==> config.mk <==
export PLATFORM = sky130hd
export DESIGN_NAME = key_counter
export DESIGN_NICKNAME = d
export VERILOG_FILES = /design/src/rtl/key_counter_pkg.sv /design/src/rtl/key_debounce.sv /design/src/rtl/key_counter.sv
export SDC_FILE = /design/constraint.sdc
export NUM_CORES = 1
export LEC_CHECK = 0
export CAP_MARGIN = 10
export CORE_UTILIZATION = 45
export CTS_CLUSTER_SIZE = 40
export DETAILED_ROUTE_END_ITERATION = 10
export PLACE_DENSITY = 0.66
export SYNTH_ARGS = -nofsm -noshare
export SYNTH_HDL_FRONTEND = slang
export SYNTH_SLANG_ARGS = --single-unit
==> constraint.sdc <==
create_clock -name clk -period 2.1 [get_ports clk]
set_clock_uncertainty 0.15 [all_clocks]
set_input_delay 0.42 -clock clk [delete_from_list [all_inputs] [get_ports clk]]
set_output_delay 0.42 -clock clk [all_outputs]
set_load 0.02 [all_outputs]
==> src/rtl/key_counter_pkg.sv <==
// Shared constants and count-update rule for the key_counter push-button front end.
package key_counter_pkg;

   localparam int DEF_DEBOUNCE_CYCLES = 1000000;
   localparam int DEF_SCAN_DIV        = 100000;

   localparam int NUM_BTN = 3;
   localparam int IDX_INC = 0;
   localparam int IDX_DEC = 1;
   localparam int IDX_CLR = 2;

   typedef logic [NUM_BTN-1:0] btn_vec_t;

   // clr dominates; inc and dec together cancel out.
   function automatic logic [7:0] next_value(input logic [7:0] cur,
                                              input btn_vec_t   p,
                                              input logic [7:0] init);
      logic [7:0] nv;
      nv = cur;
      if (p[IDX_CLR])                  nv = init;
      else if (p[IDX_INC] && p[IDX_DEC]) nv = cur;
      else if (p[IDX_INC])             nv = cur + 8'd1;
      else if (p[IDX_DEC])             nv = cur - 8'd1;
      return nv;
   endfunction

endpackage

==> src/rtl/key_debounce.sv <==
// One button: two-flop synchronizer, hold-time debounce and a one-cycle press pulse.
module key_debounce
   import key_counter_pkg::*;
#(
   parameter int DEBOUNCE_CYCLES = DEF_DEBOUNCE_CYCLES
) (
   input  logic clk,
   input  logic rst_n,
   input  logic btn_raw,
   output logic level,
   output logic press
);

   localparam int CW = (DEBOUNCE_CYCLES > 1) ? $clog2(DEBOUNCE_CYCLES) : 1;
   localparam logic [CW-1:0] CNT_LAST = CW'(DEBOUNCE_CYCLES - 1);

   logic [1:0]    sync;
   logic          s;
   logic          st;
   logic          st_d;
   logic [CW-1:0] cnt;

   assign s     = sync[1];
   assign level = st;

   always_ff @(posedge clk or negedge rst_n) begin
      if (!rst_n) begin
         sync  <= '0;
         st    <= 1'b0;
         st_d  <= 1'b0;
         cnt   <= '0;
         press <= 1'b0;
      end else begin
         sync <= {sync[0], btn_raw};
         // Any sample matching the stable level restarts the hold interval.
         if (s == st) begin
            cnt <= '0;
         end else if (cnt == CNT_LAST) begin
            st  <= s;
            cnt <= '0;
         end else begin
            cnt <= cnt + 1'b1;
         end
         st_d  <= st;
         press <= st & ~st_d;
      end
   end

endmodule

==> src/rtl/key_counter.sv <==
// Three debounced buttons driving an 8-bit up/down/clear count, plus the scanner's pacing tick.
module key_counter
   import key_counter_pkg::*;
#(
   parameter int         DEBOUNCE_CYCLES = DEF_DEBOUNCE_CYCLES,
   parameter int         SCAN_DIV        = DEF_SCAN_DIV,
   parameter logic [7:0] INIT_VALUE      = 8'h00
) (
   input  logic                 clk,
   input  logic                 rst_n,
   input  logic                 btn_inc,
   input  logic                 btn_dec,
   input  logic                 btn_clr,
   output logic [7:0]           data,
   output logic                 scan_tick,
   output logic [NUM_BTN-1:0]   press
);

   localparam int DW = (SCAN_DIV > 1) ? $clog2(SCAN_DIV) : 1;
   localparam logic [DW-1:0] DIV_LAST = DW'(SCAN_DIV - 1);

   btn_vec_t      btn_raw;
   btn_vec_t      btn_level;
   logic [DW-1:0] div;

   assign btn_raw[IDX_INC] = btn_inc;
   assign btn_raw[IDX_DEC] = btn_dec;
   assign btn_raw[IDX_CLR] = btn_clr;

   for (genvar i = 0; i < NUM_BTN; i++) begin : g_btn
      key_debounce #(
         .DEBOUNCE_CYCLES (DEBOUNCE_CYCLES)
      ) u_deb (
         .clk     (clk),
         .rst_n   (rst_n),
         .btn_raw (btn_raw[i]),
         .level   (btn_level[i]),
         .press   (press[i])
      );
   end

   always_ff @(posedge clk or negedge rst_n) begin
      if (!rst_n) data <= INIT_VALUE;
      else        data <= next_value(data, press, INIT_VALUE);
   end

   // Free-running divider; the tick lands one cycle after the terminal count.
   always_ff @(posedge clk or negedge rst_n) begin
      if (!rst_n) begin
         div       <= '0;
         scan_tick <= 1'b0;
      end else begin
         div       <= (div == DIV_LAST) ? '0 : div + 1'b1;
         scan_tick <= (div == DIV_LAST);
      end
   end

endmodule
==> impl_metrics.json <==
{
  "gp_congestion": 0.823,
  "synth.cell_area_sq_um": 4910,
  "port_buffers": 16,
  "ant_nets": 0,
  "viasPerCell": 5.37,
  "end_kind": "register",
  "groute.usage.overall_pct": 17.9,
  "rrSetupSlack_ps": 110,
  "cts_tree": "built",
  "htree_levels": 3,
  "grt_start_max_net_pins": 43,
  "synthFlopType": "dfrtp_1",
  "clk_path_buf_depth": 2,
  "finalCriticalPeriod_ps": 1990,
  "clk_pin_slew_worst_paths_ps": 100,
  "hpwl_mm": 6.34,
  "synth_cell_types": 47,
  "critPathLaunch": "g_btn[0].u_deb.cnt[0]$_DFF_PN0_",
  "crit_fanout": 4,
  "cellPowerDensity_nw_per_um2": 592,
  "swShare_pct": 22.5,
  "cts_num_sinks": 101,
  "drtIter0Drc": 183,
  "r2r_cells": 5,
  "r2r-start": "g_btn[0].u_deb.cnt[0]$_DFF_PN0_",
  "ir_drop_uv": 445,
  "drive_above_1_share_pct": 10.9,
  "syn2layout_area_growth_pct": 14.9,
  "max_cap_violations": 0,
  "async_flop_share_pct": 100,
  "cp-start-kind": "register",
  "crit_type": "register to register",
  "ys_seq_elements": 101,
  "grt_pass1_wl_mm": 16.2,
  "antenna_found_initial": 0,
  "finalHoldViolCount": 0,
  "antenna_cells": 0,
  "power_mw": 3.34,
  "ios": 17,
  "setup_tns_ps": 0,
  "die-area_sq_um": 11300,
  "fin_crit_sh_pct": 94.8,
  "drc": 0,
  "syn_nets": 502,
  "combPwrFrac_pct": 3.5,
  "drt_first_pass_iters": 5,
  "yosysSeqAreaShare_pct": 51.4,
  "route.vias.total": 3599,
  "numCtsBuffers": 9,
  "hp-class": "register to register",
  "mostFrequentLayoutCells": "dfrtp_1, nor2_1, xnor2_1",
  "worstReg2RegEnd": "g_btn[0].u_deb.cnt[18]$_DFF_PN0_",
  "synth_cells": 486,
  "ctsRootBufferMaster": "clkbuf_8",
  "wl_per_cell_um": 13.5,
  "max_freq_ghz": 0.502,
  "grt_pass1_vias": 3528,
  "rsz0062_at_grt": "false",
  "final_common_cell": "dfrtp_1",
  "synth_warnings": 0,
  "overflow": 0,
  "tightest_slew_ps": 484,
  "p_int_mw": 2.59,
  "final-max-slew-violation-count": 0,
  "crit_end": "g_btn[0].u_deb.cnt[18]$_DFF_PN0_",
  "die_y_um": 106,
  "status": "finished, final reports clean",
  "relSlewSlack_pct": 67.6,
  "fin_util_pct": 53.9,
  "required_ps": 2250,
  "die_w_um": 106,
  "setup_viol": 0,
  "finalNetCount": 545,
  "syn_area_per_cell_sq_um": 10.1,
  "clkPwrFrac_pct": 37.3,
  "worst_ep_arrival_time_ps": 2140,
  "fp.coreArea_sq_um": 10500,
  "wirelength_mm": 9.06,
  "rows": 37,
  "synth_edf_count": 0,
  "whs_path_depth": 0,
  "start_util_pct": 47.0,
  "clkLatencyLatePin_ps": 370,
  "power.leakage_nw": 2.36,
  "p_switching_uw": 750,
  "p_seq_share_pct": 59.3
}
==> cells in the mapped netlist, types with 2 or more instances <==
library cell    n  area share (%)
a21oi_1        21             2.1
and2_1          4            0.51
and3_1         14             1.8
and4_1          3            0.53
buf_2           3            0.31
buf_4           3            0.46
clkbuf_1        5            0.38
dfrtp_1       101              51
ha_1           10             2.5
inv_1          17             1.3
mux2_2          3            0.69
mux2i_1         2            0.41
nand2_1        26             2.0
nand2b_1        4            0.51
nand3_1        33             3.4
nand4_1        16             2.0
nor2_1         60             4.6
nor2b_1         5            0.64
nor3_1         17             1.7
nor4_1         11             1.4
nor4b_1         5            0.89
nor4bb_1        2            0.41
o211ai_1        2            0.31
o21a_1          5            0.76
o21ai_0         9            0.92
o31ai_1         8             1.2
or3_1          13             1.7
or4_1           9             1.4
xnor2_1        40             7.1
xor2_1         18             3.2
==> power groups by stage <==
| stage | logic (mW) | registers (mW) | clock network (mW) |
|---|---|---|---|
| after floorplan | 0.0410 | 2.02 | 0 |
| after global routing | 0.135 | 1.98 | 1.38 |
| after CTS | 0.115 | 1.98 | 1.30 |
| final | 0.116 | 1.98 | 1.24 |
| after global placement | 0.110 | 2.02 | 0 |
| after detailed placement | 0.113 | 2.02 | 0 |
==> cell type report <==
type	instances	area [sq um]
clock buffer	11	141
clock inverter	5	58.8
fill	942	4820
inverter	17	63.8
multi-input combinational	356	2300
sequential	101	2530
tap	136	170
timing repair buffer	44	385
==> cells by family after synthesis <==
logic type / count (synthesis) / share of synthesized area, %
and+or+nand+nor: 228 / 24.4
DFF: 101 / 51.4
xor gates and xnor gates: 58 / 10.3
AOI/OAI and AO/OA: 54 / 7.18
buffers and inverters: 29 / 2.55
adders and majority gates: 11 / 2.95
muxes: 5 / 1.09
==> registers in the layout, indices dropped and copies added, names as in the netlist <==
register           count
g_btn.u_deb.cnt       60
div                   17
data                   8
g_btn.u_deb.sync       6
g_btn.u_deb.level      3
g_btn.u_deb.press      3
g_btn.u_deb.st_d       3
scan_tick              1
==> through the flow <==
step / std cells / setup WS, ps / hold WS [ps] / instance area (sq um)
finish: 670 / 110 / 205 / 5640
global route: 670 / 3.11 / 223 / 5640
CTS: 665 / 21.1 / 207 / 5570
detailed placement: 648 / 34.5 / 185 / 5360
global placement: 648 / 91.8 / 184 / 5360
floorplan: 486 / 12.6 / -25.6 / 4910
==> how the worst min path moves through the flow <==
stage                                     start                          endpoint  slack (ps)
2_1_floorplan                             rst_n               data[0]$_DFFE_PN0P_         -30
3_3_place_gp   g_btn[2].u_deb.sync[0]$_DFF_PN0_  g_btn[2].u_deb.sync[1]$_DFF_PN0_         180
3_5_place_dp   g_btn[1].u_deb.sync[0]$_DFF_PN0_  g_btn[1].u_deb.sync[1]$_DFF_PN0_         180
4_1_cts        g_btn[1].u_deb.sync[0]$_DFF_PN0_  g_btn[1].u_deb.sync[1]$_DFF_PN0_         210
5_1_grt        g_btn[2].u_deb.sync[0]$_DFF_PN0_  g_btn[2].u_deb.sync[1]$_DFF_PN0_         220
6_report       g_btn[1].u_deb.sync[0]$_DFF_PN0_  g_btn[1].u_deb.sync[1]$_DFF_PN0_         210
==> what timing repair did <==
item                       in CTS  in global routing
hold buffers                    1                  0
hold endpoints to repair       31                  0
gates resized for setup         0                 10
setup endpoints to repair       0                 26
setup buffers                   0                  4
==> critical path, cell delays in order, from the launching register on <==
cell	delay (ps)
dfrtp_1	400
ha_1	220
nand3_1	100
or3_1	430
or4_1	470
a21oi_1	160
==> layer usage <==
metal	GRT usage (%)	part of all wire, %	up-vias	routed length, um
li1	-	-	1806	-
met1	24.1	50	1743	4530
met2	28.3	46	41	4150
met3	4.97	2.8	9	256
met4	5.28	1.3	0	120
met5	0	0	-	0
Note: power is estimated with default switching activity, not from simulation.
